### config.mk
export PLATFORM = sky130hd
export DESIGN_NAME = lenet_image_feeder_flat
export DESIGN_NICKNAME = d
export VERILOG_FILES = /design/src/rtl/lenet_image_feeder_if.sv /design/src/rtl/lenet_image_feeder.sv /design/src/flat_wrapper.sv
export SDC_FILE = /design/constraint.sdc
export NUM_CORES = 1
export LEC_CHECK = 0
export ABC_AREA = 1
export CELL_PAD_IN_SITES_DETAIL_PLACEMENT = 0
export CELL_PAD_IN_SITES_GLOBAL_PLACEMENT = 1
export CORE_UTILIZATION = 44
export CTS_CLUSTER_SIZE = 8
export DETAILED_ROUTE_END_ITERATION = 16
export PLACE_DENSITY_LB_ADDON = 0.25
export REMOVE_ABC_BUFFERS = 1
export SLEW_MARGIN = 0
export SYNTH_ARGS = -nofsm -noshare
export SYNTH_HDL_FRONTEND = slang
export SYNTH_SLANG_ARGS = --single-unit
### constraint.sdc
create_clock -name clk -period 6.05 [get_ports clk]
set_input_delay 1.21 -clock clk [delete_from_list [all_inputs] [get_ports clk]]
set_output_delay 1.21 -clock clk [all_outputs]
set_load 0.01 [all_outputs]
### src/rtl/lenet_image_feeder_if.sv
// Bundles the control, pixel-memory and pixel-stream signals of lenet_image_feeder.
//   master : feeder side. It drives rom_addr/rom_en, map_in/en, busy/done and frame_idx.
//   slave  : environment side. It drives start/abort/n_frames/layer1_finish and rom_data.
interface lenet_image_feeder_if #(
  parameter int unsigned ADDR_W = 16
);
  logic                     start;
  logic                     abort;
  logic        [7:0]        n_frames;
  logic                     layer1_finish;
  logic        [ADDR_W-1:0] rom_addr;
  logic                     rom_en;
  logic signed [15:0]       rom_data;
  logic signed [15:0]       map_in;
  logic                     en;
  logic                     busy;
  logic                     done;
  logic        [7:0]        frame_idx;

  modport master (
    input  start, abort, n_frames, layer1_finish, rom_data,
    output rom_addr, rom_en, map_in, en, busy, done, frame_idx
  );

  modport slave (
    output start, abort, n_frames, layer1_finish, rom_data,
    input  rom_addr, rom_en, map_in, en, busy, done, frame_idx
  );
endinterface

### src/rtl/lenet_image_feeder.sv
// Frame streamer for the LeNet pixel input. It reads n_frames images in raster order from a
// synchronous pixel memory. Each image is sent as a gap-free IMG_W x IMG_H burst on map_in/en.
// After each burst the feeder waits for layer1_finish before it starts the next one.
// Ports:
//   clk   : single clock, rising edge
//   reset : asynchronous, active-high
//   bus   : lenet_image_feeder_if.master, which carries the control, memory and stream signals
// Build option FEEDER_ZERO_PAD_EN: the memory holds (IMG_W-2*PAD)x(IMG_H-2*PAD) images, and the
// feeder inserts a PAD-wide zero border around each one.
module lenet_image_feeder #(
  parameter int unsigned IMG_W  = 32,
  parameter int unsigned IMG_H  = 32,
  parameter int unsigned PAD    = 2,
  parameter int unsigned ADDR_W = 16
) (
  input  logic                 clk,
  input  logic                 reset,
  lenet_image_feeder_if.master bus
);

  localparam int unsigned CntW = 16;
  localparam logic [CntW-1:0] LastCol = CntW'(IMG_W - 1);
  localparam logic [CntW-1:0] LastRow = CntW'(IMG_H - 1);
`ifdef FEEDER_ZERO_PAD_EN
  localparam logic [ADDR_W-1:0] SrcWords = ADDR_W'((IMG_W - 2 * PAD) * (IMG_H - 2 * PAD));
  localparam logic [CntW-1:0]   PadLo    = CntW'(PAD);
  localparam logic [CntW-1:0]   RowHi    = CntW'(IMG_H - PAD);
  localparam logic [CntW-1:0]   ColHi    = CntW'(IMG_W - PAD);
`else
  localparam logic [ADDR_W-1:0] SrcWords = ADDR_W'(IMG_W * IMG_H);
`endif

  typedef enum logic [1:0] {StIdle, StStream, StWaitL1, StDone} state_e;

  state_e             state_q, state_d;
  logic [CntW-1:0]    row_q, row_d, col_q, col_d;
  logic [ADDR_W-1:0]  off_q, off_d, base_q, base_d;
  logic [7:0]         fidx_q, fidx_d, nfr_q, nfr_d;
  logic               busy_q, busy_d, done_q, done_d;
  // Stage 0: memory request plus its tag. Stage 1: data returning. Stage 2: registered output.
  logic [ADDR_W-1:0]  rom_addr_q, rom_addr_d;
  logic               rom_en_q, rom_en_d;
  logic               v0_q, v0_d, pad0_q, pad0_d, v1_q, v1_d, pad1_q, pad1_d;
  logic signed [15:0] map_in_q, map_in_d;
  logic               en_q, en_d;
  logic               is_pad;

`ifdef FEEDER_ZERO_PAD_EN
  assign is_pad = (row_q < PadLo) || (row_q >= RowHi) || (col_q < PadLo) || (col_q >= ColHi);
`else
  assign is_pad = 1'b0;
`endif

  always_comb begin
    state_d    = state_q;
    row_d      = row_q;
    col_d      = col_q;
    off_d      = off_q;
    base_d     = base_q;
    fidx_d     = fidx_q;
    nfr_d      = nfr_q;
    busy_d     = busy_q;
    done_d     = 1'b0;
    rom_addr_d = rom_addr_q;
    rom_en_d   = 1'b0;
    v0_d       = 1'b0;
    pad0_d     = 1'b0;
    v1_d       = v0_q;
    pad1_d     = pad0_q;
    en_d       = v1_q;
    map_in_d   = v1_q ? (pad1_q ? 16'sd0 : bus.rom_data) : map_in_q;

    unique case (state_q)
      StIdle: begin
        if (bus.start) begin
          state_d = StStream;
          row_d   = '0;
          col_d   = '0;
          off_d   = '0;
          base_d  = '0;
          fidx_d  = '0;
          nfr_d   = (bus.n_frames == 8'd0) ? 8'd1 : bus.n_frames;
          busy_d  = 1'b1;
        end
      end
      StStream: begin
        v0_d   = 1'b1;
        pad0_d = is_pad;
        if (!is_pad) begin
          rom_en_d   = 1'b1;
          rom_addr_d = base_q + off_q;
          off_d      = off_q + 1'b1;
        end
        if (col_q == LastCol) begin
          col_d = '0;
          row_d = row_q + 1'b1;
          if (row_q == LastRow) state_d = StWaitL1;
        end else begin
          col_d = col_q + 1'b1;
        end
      end
      StWaitL1: begin
        // The last pixels may still be in stages 0-2. They drain on their own.
        if (bus.layer1_finish) begin
          if (({1'b0, fidx_q} + 9'd1) < {1'b0, nfr_q}) begin
            state_d = StStream;
            fidx_d  = fidx_q + 8'd1;
            base_d  = base_q + SrcWords;
            row_d   = '0;
            col_d   = '0;
            off_d   = '0;
          end else begin
            state_d = StDone;
          end
        end
      end
      StDone: begin
        state_d = StIdle;
        busy_d  = 1'b0;
        done_d  = 1'b1;
      end
      default: state_d = StIdle;
    endcase

    // Abort drops every in-flight tag. No more pixels are sent and done is not pulsed.
    if (bus.abort && (state_q != StIdle)) begin
      state_d  = StIdle;
      busy_d   = 1'b0;
      done_d   = 1'b0;
      rom_en_d = 1'b0;
      v0_d     = 1'b0;
      pad0_d   = 1'b0;
      v1_d     = 1'b0;
      pad1_d   = 1'b0;
      en_d     = 1'b0;
      map_in_d = map_in_q;
    end
  end

  always_ff @(posedge clk or posedge reset) begin
    if (reset) begin
      state_q    <= StIdle;
      row_q      <= '0;
      col_q      <= '0;
      off_q      <= '0;
      base_q     <= '0;
      fidx_q     <= '0;
      nfr_q      <= 8'd1;
      busy_q     <= 1'b0;
      done_q     <= 1'b0;
      rom_addr_q <= '0;
      rom_en_q   <= 1'b0;
      v0_q       <= 1'b0;
      pad0_q     <= 1'b0;
      v1_q       <= 1'b0;
      pad1_q     <= 1'b0;
      map_in_q   <= '0;
      en_q       <= 1'b0;
    end else begin
      state_q    <= state_d;
      row_q      <= row_d;
      col_q      <= col_d;
      off_q      <= off_d;
      base_q     <= base_d;
      fidx_q     <= fidx_d;
      nfr_q      <= nfr_d;
      busy_q     <= busy_d;
      done_q     <= done_d;
      rom_addr_q <= rom_addr_d;
      rom_en_q   <= rom_en_d;
      v0_q       <= v0_d;
      pad0_q     <= pad0_d;
      v1_q       <= v1_d;
      pad1_q     <= pad1_d;
      map_in_q   <= map_in_d;
      en_q       <= en_d;
    end
  end

  assign bus.rom_addr  = rom_addr_q;
  assign bus.rom_en    = rom_en_q;
  assign bus.map_in    = map_in_q;
  assign bus.en        = en_q;
  assign bus.busy      = busy_q;
  assign bus.done      = done_q;
  assign bus.frame_idx = fidx_q;

endmodule

### src/flat_wrapper.sv
// flat-port wrapper written by rule: the top's interface ports become plain ports
module lenet_image_feeder_flat 
#(
  parameter int unsigned IMG_W  = 32,
  parameter int unsigned IMG_H  = 32,
  parameter int unsigned PAD    = 2,
  parameter int unsigned ADDR_W = 16
)
  (clk, reset, bus_start, bus_abort, bus_n_frames, bus_layer1_finish, bus_rom_data, bus_rom_addr, bus_rom_en, bus_map_in, bus_en, bus_busy, bus_done, bus_frame_idx);
  lenet_image_feeder_if #(.ADDR_W(ADDR_W)) bus_i ();
  input  logic clk;
  input  logic reset;
  input wire logic [$bits(bus_i.start)-1:0] bus_start;
  input wire logic [$bits(bus_i.abort)-1:0] bus_abort;
  input wire logic [$bits(bus_i.n_frames)-1:0] bus_n_frames;
  input wire logic [$bits(bus_i.layer1_finish)-1:0] bus_layer1_finish;
  input wire logic [$bits(bus_i.rom_data)-1:0] bus_rom_data;
  output wire logic [$bits(bus_i.rom_addr)-1:0] bus_rom_addr;
  output wire logic [$bits(bus_i.rom_en)-1:0] bus_rom_en;
  output wire logic [$bits(bus_i.map_in)-1:0] bus_map_in;
  output wire logic [$bits(bus_i.en)-1:0] bus_en;
  output wire logic [$bits(bus_i.busy)-1:0] bus_busy;
  output wire logic [$bits(bus_i.done)-1:0] bus_done;
  output wire logic [$bits(bus_i.frame_idx)-1:0] bus_frame_idx;
  assign bus_i.start = bus_start;
  assign bus_i.abort = bus_abort;
  assign bus_i.n_frames = bus_n_frames;
  assign bus_i.layer1_finish = bus_layer1_finish;
  assign bus_i.rom_data = bus_rom_data;
  assign bus_rom_addr = bus_i.rom_addr;
  assign bus_rom_en = bus_i.rom_en;
  assign bus_map_in = bus_i.map_in;
  assign bus_en = bus_i.en;
  assign bus_busy = bus_i.busy;
  assign bus_done = bus_i.done;
  assign bus_frame_idx = bus_i.frame_idx;
  lenet_image_feeder #(.IMG_W(IMG_W), .IMG_H(IMG_H), .PAD(PAD), .ADDR_W(ADDR_W)) u_core (.clk(clk), .reset(reset), .bus(bus_i));
endmodule
==> results of run 1 <==
[sequential cells by signal (all words and copies together) (netlist names)]
signal / cells
u_core.bus.map_in: 16
u_core.bus.rom_addr: 16
u_core.col_q: 16
u_core.off_q: 16
u_core.row_q: 16
u_core.bus.frame_idx: 8
u_core.nfr_q: 8
u_core.base_q: 6
u_core.state_q: 2
u_core.bus.busy: 1
u_core.bus.done: 1
u_core.bus.en: 1
u_core.bus.rom_en: 1
u_core.v1_q: 1
[per-stage QoR]
stage | utilization | total power, mW | std cells | worst slack (ps)
floorplan | - | 1.47 | 813 | 1970
global placement | 0.507 | 1.83 | 1069 | 2650
detailed placement | 0.507 | 1.85 | 1069 | 2560
CTS | 0.533 | 2.55 | 1085 | 2540
global route | 0.533 | 2.70 | 1085 | 2070
finish | 0.533 | 2.52 | 1085 | 2520
[report_power, final]
part | total (mW) | switching, mW | internal, mW
Combinational | 0.873 | 0.565 | 0.308
Clock | 0.690 | 0.283 | 0.407
Sequential | 0.954 | 0.0896 | 0.864
[cell usage in the layout, fill, tap and decap left out, drive strengths merged, types with 9 or more instances in the layout]
| cell | instances |
|---|---|
| inv | 73 |
| clkdlybuf4s50 | 72 |
| nand2 | 316 |
| xor2 | 21 |
| dfrtp | 108 |
| nand3 | 52 |
| or2 | 14 |
| clkbuf | 9 |
| nor2 | 92 |
| ha | 21 |
| o21ai | 49 |
| nand4 | 39 |
| a21oi | 9 |
[worst min path at each step]
stage                     slack, ps               startpoint                       to
after floorplan                 450         u_core.row_q[15]         u_core.row_q[15]
after global placement          460   u_core.bus.rom_addr[1]   u_core.bus.rom_addr[1]
after detailed placement        460   u_core.bus.rom_addr[8]   u_core.bus.rom_addr[8]
after CTS                       480   u_core.bus.rom_addr[8]   u_core.bus.rom_addr[8]
after global routing            500  u_core.bus.rom_addr[10]  u_core.bus.rom_addr[10]
final                           470   u_core.bus.rom_addr[6]   u_core.bus.rom_addr[6]
[critical path: stages, from the launching register on]
cell and delay, ps:
dfrtp_1 440, ha_1 230, nand3_2 110, nor2_2 130
xor2_1 210, ha_1 260, nand2_1 90, inv_1 40
a21oi_1 110, nand2_1 60, inv_1 70, nand2_2 60
nand2_2 470, nand2_2 700, o21ai_0 390
[cell type report]
cell class | count | area share
tap | 180 | 0.0306
timing repair buffer | 76 | 0.102
multi-input combinational | 631 | 0.412
inverter | 73 | 0.0376
clock buffer | 9 | 0.0306
sequential | 109 | 0.371
clock inverter | 7 | 0.0165
[kinds of logic (layout without fill, tap and decap cells)]
family,after synthesis,count (layout),synth area share
AND/OR/NAND/NOR,524,524,0.361
flip-flops,109,109,0.440
buffers and inverters,102,165,0.0706
AO/OA/AOI/OAI,62,62,0.0520
XOR/XNOR,24,24,0.0339
adder cells (fa/ha/maj),21,21,0.0424
[layer usage]
metal / GRT usage / part of all wire
met2: 0.335 / 0.46
met1: 0.276 / 0.49
met4: 0.0718 / 0.014
met3: 0.0302 / 0.040
met5: 0 / 0
==> results.toml, run 1 <==
[detailed_routing]
drt-initial-drc-count = 276
post_drt_via_cell_ratio = 4.96
drt_pass1_iterations = 6
drc = 0
ant_nets = 0
routed_wl_mm = 13.8
detailroute.via_count = 5386
wl_per_cell_um = 12.7

[global_routing]
first_global_vias = 5106
grt_start_max_net_pins = 63
grt_pass1_wl_mm = 24.0
track_usage = 0.205
grt-ovfl-total = 0
antenna_found_initial = 0

[floorplan]
die_h_um = 121
rows = 43
io_pins = 73
core-area_um2 = 13800
start_util = 0.449
die_width_um = 121
die_area_um2 = 14600

[sta]
whs_ps = 473
clock.fmax_mhz = 284
worstMarginPinSlew_ps = 933
max-slew-margin-rel = 0.376
rsz0062_at_grt = "no"
drv_slew = 0
period_needed_ps = 3530
final-setup-viol-count = 0
tns_ps = 0
hold_viol = 0
finalCritPeriodShare = 0.583
finClkSkew_ps = 7.56

[synth]
yosysMostFrequentCell = "nand2_1"
synthTopCellsByArea = "dfrtp_1 (44%), nand2_1 (19%), nor2_1 (5.4%)"
avgSynthCellArea_um2 = 7.37
yosys.cell_types.count = 35
synth_top_area_share = 0.436
postSynthCellCount = 842
synthArstFlopShare = 1.00
yosys_warnings = 0
yosysTopAreaCell = "dfrtp_1"
synth_ff_type = "dfrtp_1"
synth_edf_count = 0
ys_ff_latch = 109
netlist_area_um2 = 6200
seq_area_frac_synth = 0.440
synth_common_cells = "nand2_1 (310), dfrtp_1 (108), nor2_1 (89)"

[placed_design]
dpl.hpwl_mm = 9.38
place_area_um2 = 7020
io_buffer_count = 72
gp_congestion = 0.835

[critical_path]
worstSetupStartpointType = "flop"
ff2ff_setup_slack_ps = 2520
worst_ep_arrival_time_ps = 3780
end_kind = "flop"
timing.rr.end = "u_core.col_q[11]"
crit_end = "u_core.col_q[11]"
timing.rr.start = "u_core.bus.frame_idx[0]"
crit_path_start = "u_core.bus.frame_idx[0]"
critical_path_class = "reg -> reg"
cp_max_fo = 62
reg2reg_depth = 14
cp.required_ps = 6310

[clocking]
clock_sinks = 109
cts_resized = 0
cts_made_buffers = 9
insertion_delay_ps = 360
cts.htree.levels = 3
ctsRootBufferMaster = "clkbuf_16"
postCtsHoldBufs = 0
clkTransAtPathRegs_ps = 70
cts_tree = "built"
cts_max_path_buffers = 2
postCtsSetupBuffers = 0

[run]
max_cap_violations = 0

[hold_path]
hp-class = "reg -> reg"
whs_path_depth = 2

[final_layout]
syn_to_final_growth_pct = 18.7
num_antenna_cells = 0
nFillCells = 1345
drive_gt1_frac = 0.0530
finalInstanceArea_um2 = 7360
register_area_um2 = 2730
nets = 950
multi_input_area_um2 = 3040

[outcome]
status = "finished, final reports clean"

[pwr]
p_per_area_nw_per_um2 = 342
leakage_nw = 3.51
max-vdd-ir-drop_v = 0.000205
No activity file was read; power rests on OpenSTA's default activity.
==> run 2, diff against run 1 <==
--- a/config.mk
+++ b/config.mk
@@ -8,7 +8,7 @@
 export ABC_AREA = 1
 export CELL_PAD_IN_SITES_DETAIL_PLACEMENT = 0
 export CELL_PAD_IN_SITES_GLOBAL_PLACEMENT = 1
-export CORE_UTILIZATION = 44
+export CORE_UTILIZATION = 41
 export CTS_CLUSTER_SIZE = 8
 export DETAILED_ROUTE_END_ITERATION = 16
 export PLACE_DENSITY_LB_ADDON = 0.25
==> constraint.sdc (replaced) <==
create_clock -name clk -period 3.5 [get_ports clk]
set_input_delay 0.7 -clock clk [delete_from_list [all_inputs] [get_ports clk]]
set_output_delay 0.7 -clock clk [all_outputs]
set_load 0.01 [all_outputs]
==> results.toml, run 2 (synthesized netlist as in run 1, its figures left out) <==
[final_layout]
finalInstanceArea_um2 = 7440
nets = 955
final_common_cell = "nand2_1"
mostFrequentLayoutCells = "nand2_1 (310), dfrtp_1 (108), nor2_1 (89), clkdlybuf4s50_1 (72), inv_1 (70)"
num_antenna_cells = 0
syn_to_final_growth_pct = 20.0
drive_gt1_frac = 0.0582
final_cell_count_no_fill = 1094

[critical_path]
crit_chain = "ha_1, nand3_2, nor2_2, xor2_1, ha_1, nand2_1, inv_1, a21oi_1, nand2_1, inv_1, nand2_2, nand2_2, buf_4, nand3_4, nand2_1, nand2_1"
critPathMostFrequentCell = "nand2_1"
crit_buf_inv = 3
worstSetupStartpointType = "flop"
timing.rr.start = "u_core.bus.frame_idx[0]"
reg2reg_depth = 16
cp_top_family = "simple AND/OR/NAND/NOR gates"
timing.rr.end = "u_core.row_q[15]"
cp_slowest_cell = "dfrtp_1"
max_stage_delay_ps = 440
critical_path_class = "reg -> reg"
worst_ep_arrival_time_ps = 3110
end_kind = "flop"
cp_max_fo = 28
cp.required_ps = 3740
crit_path_start = "u_core.bus.frame_idx[0]"
ff2ff_setup_slack_ps = 630

[outcome]
status = "finished, violations left"
violations = "design-rule violations"

[hold_path]
min_to = "u_core.bus.rom_addr[2]"
whs_path_depth = 2
hp-class = "reg -> reg"
holdCritStartpoint = "u_core.bus.rom_addr[2]"

[floorplan]
die_width_um = 125
rows = 44
die_h_um = 125
core-area_um2 = 14600
io_pins = 73
start_util = 0.424
die_area_um2 = 15600

[detailed_routing]
drc = 7
post_drt_via_cell_ratio = 5.01
wl_per_cell_um = 13.1
detailroute.via_count = 5482
drt-initial-drc-count = 273
ant_nets = 0
drt_pass1_iterations = 10
routed_wl_mm = 14.3

[sta]
finalCritPeriodShare = 0.821
max-slew-margin-rel = 0.575
hold_viol = 0
clock.fmax_mhz = 348
rsz0062_at_grt = "no"
final-setup-viol-count = 0
worstMarginPinSlew_ps = 637
finClkSkew_ps = 8.16
period_needed_ps = 2870
fin_ws_ps = 627
whs_ps = 473
drv_slew = 0

[clocking]
ctsRootBufferMaster = "clkbuf_16"
clock_sinks = 109
cts_tree = "built"
cts_max_path_buffers = 2
cts_made_buffers = 9
cts_resized = 0
postCtsHoldBufs = 0
postCtsSetupBuffers = 0
cts.htree.levels = 3
insertion_delay_ps = 360
clkTransAtPathRegs_ps = 70

[run]
max_cap_violations = 0

[pwr]
p_per_area_nw_per_um2 = 599
leakage_nw = 3.54
max-vdd-ir-drop_v = 0.000365

[global_routing]
first_global_vias = 5393
grt_start_max_net_pins = 49
use_met2 = 0.324
use_met3 = 0.0355
top_usage_layer = "met2"
grt-ovfl-total = 0
grt_use_met1 = 0.255
track_usage = 0.196
antenna_found_initial = 0
grt_pass1_wl_mm = 25.1

[placed_design]
gp_congestion = 0.849
dp.cells = 1078
place_area_um2 = 7070
io_buffer_count = 72
dpl.hpwl_mm = 9.85
dp_slack_ps = 663
-- run 2: how the worst max path moves through the flow --
stage	end	cells past startpoint	slack [ps]
4_1_cts	u_core.off_q[6]	16	630
3_3_place_gp	u_core.col_q[2]	16	760
5_1_grt	u_core.off_q[4]	16	330
3_5_place_dp	u_core.col_q[1]	15	660
6_report	u_core.row_q[15]	16	630
2_1_floorplan	u_core.base_q[10]	1	-70
-- run 2: metal layers --
metal  part of all wire  up-vias
met1               0.48     2558
met5                  0        -
met4              0.017        0
met2               0.46       97
li1                   -     2813
met3              0.044       14
-- run 2: power by group --
group,internal (mW),switching (mW)
logic,0.556,0.986
registers,1.49,0.154
clock network,0.776,0.493
-- run 2: through the flow --
step,TNS (ps),power [mW],utilization
detailed placement,0,3.23,0.483
finish,0,4.46,0.508
global route,0,4.77,0.508
floorplan,-7810,2.54,-
CTS,0,4.51,0.508
global placement,0,3.19,0.483
-- run 2: worst min-delay path: cells and delay by family, from the launching register on --
| family | cells | cell delay (ps) |
|---|---|---|
| DFF | 1 | 350 |
| and+or+nand+nor | 2 | 90 |
-- run 2: cell type report --
| class | instances | area (um^2) |
|---|---|---|
| well taps | 184 | 230 |
| inverters | 73 | 277 |
| clock inverters | 7 | 145 |
| repair buffers | 81 | 801 |
| fillers | 1408 | 7200 |
| flip-flops and latches | 109 | 2730 |
| multi-input cells | 631 | 3040 |
| clock buffers | 9 | 225 |
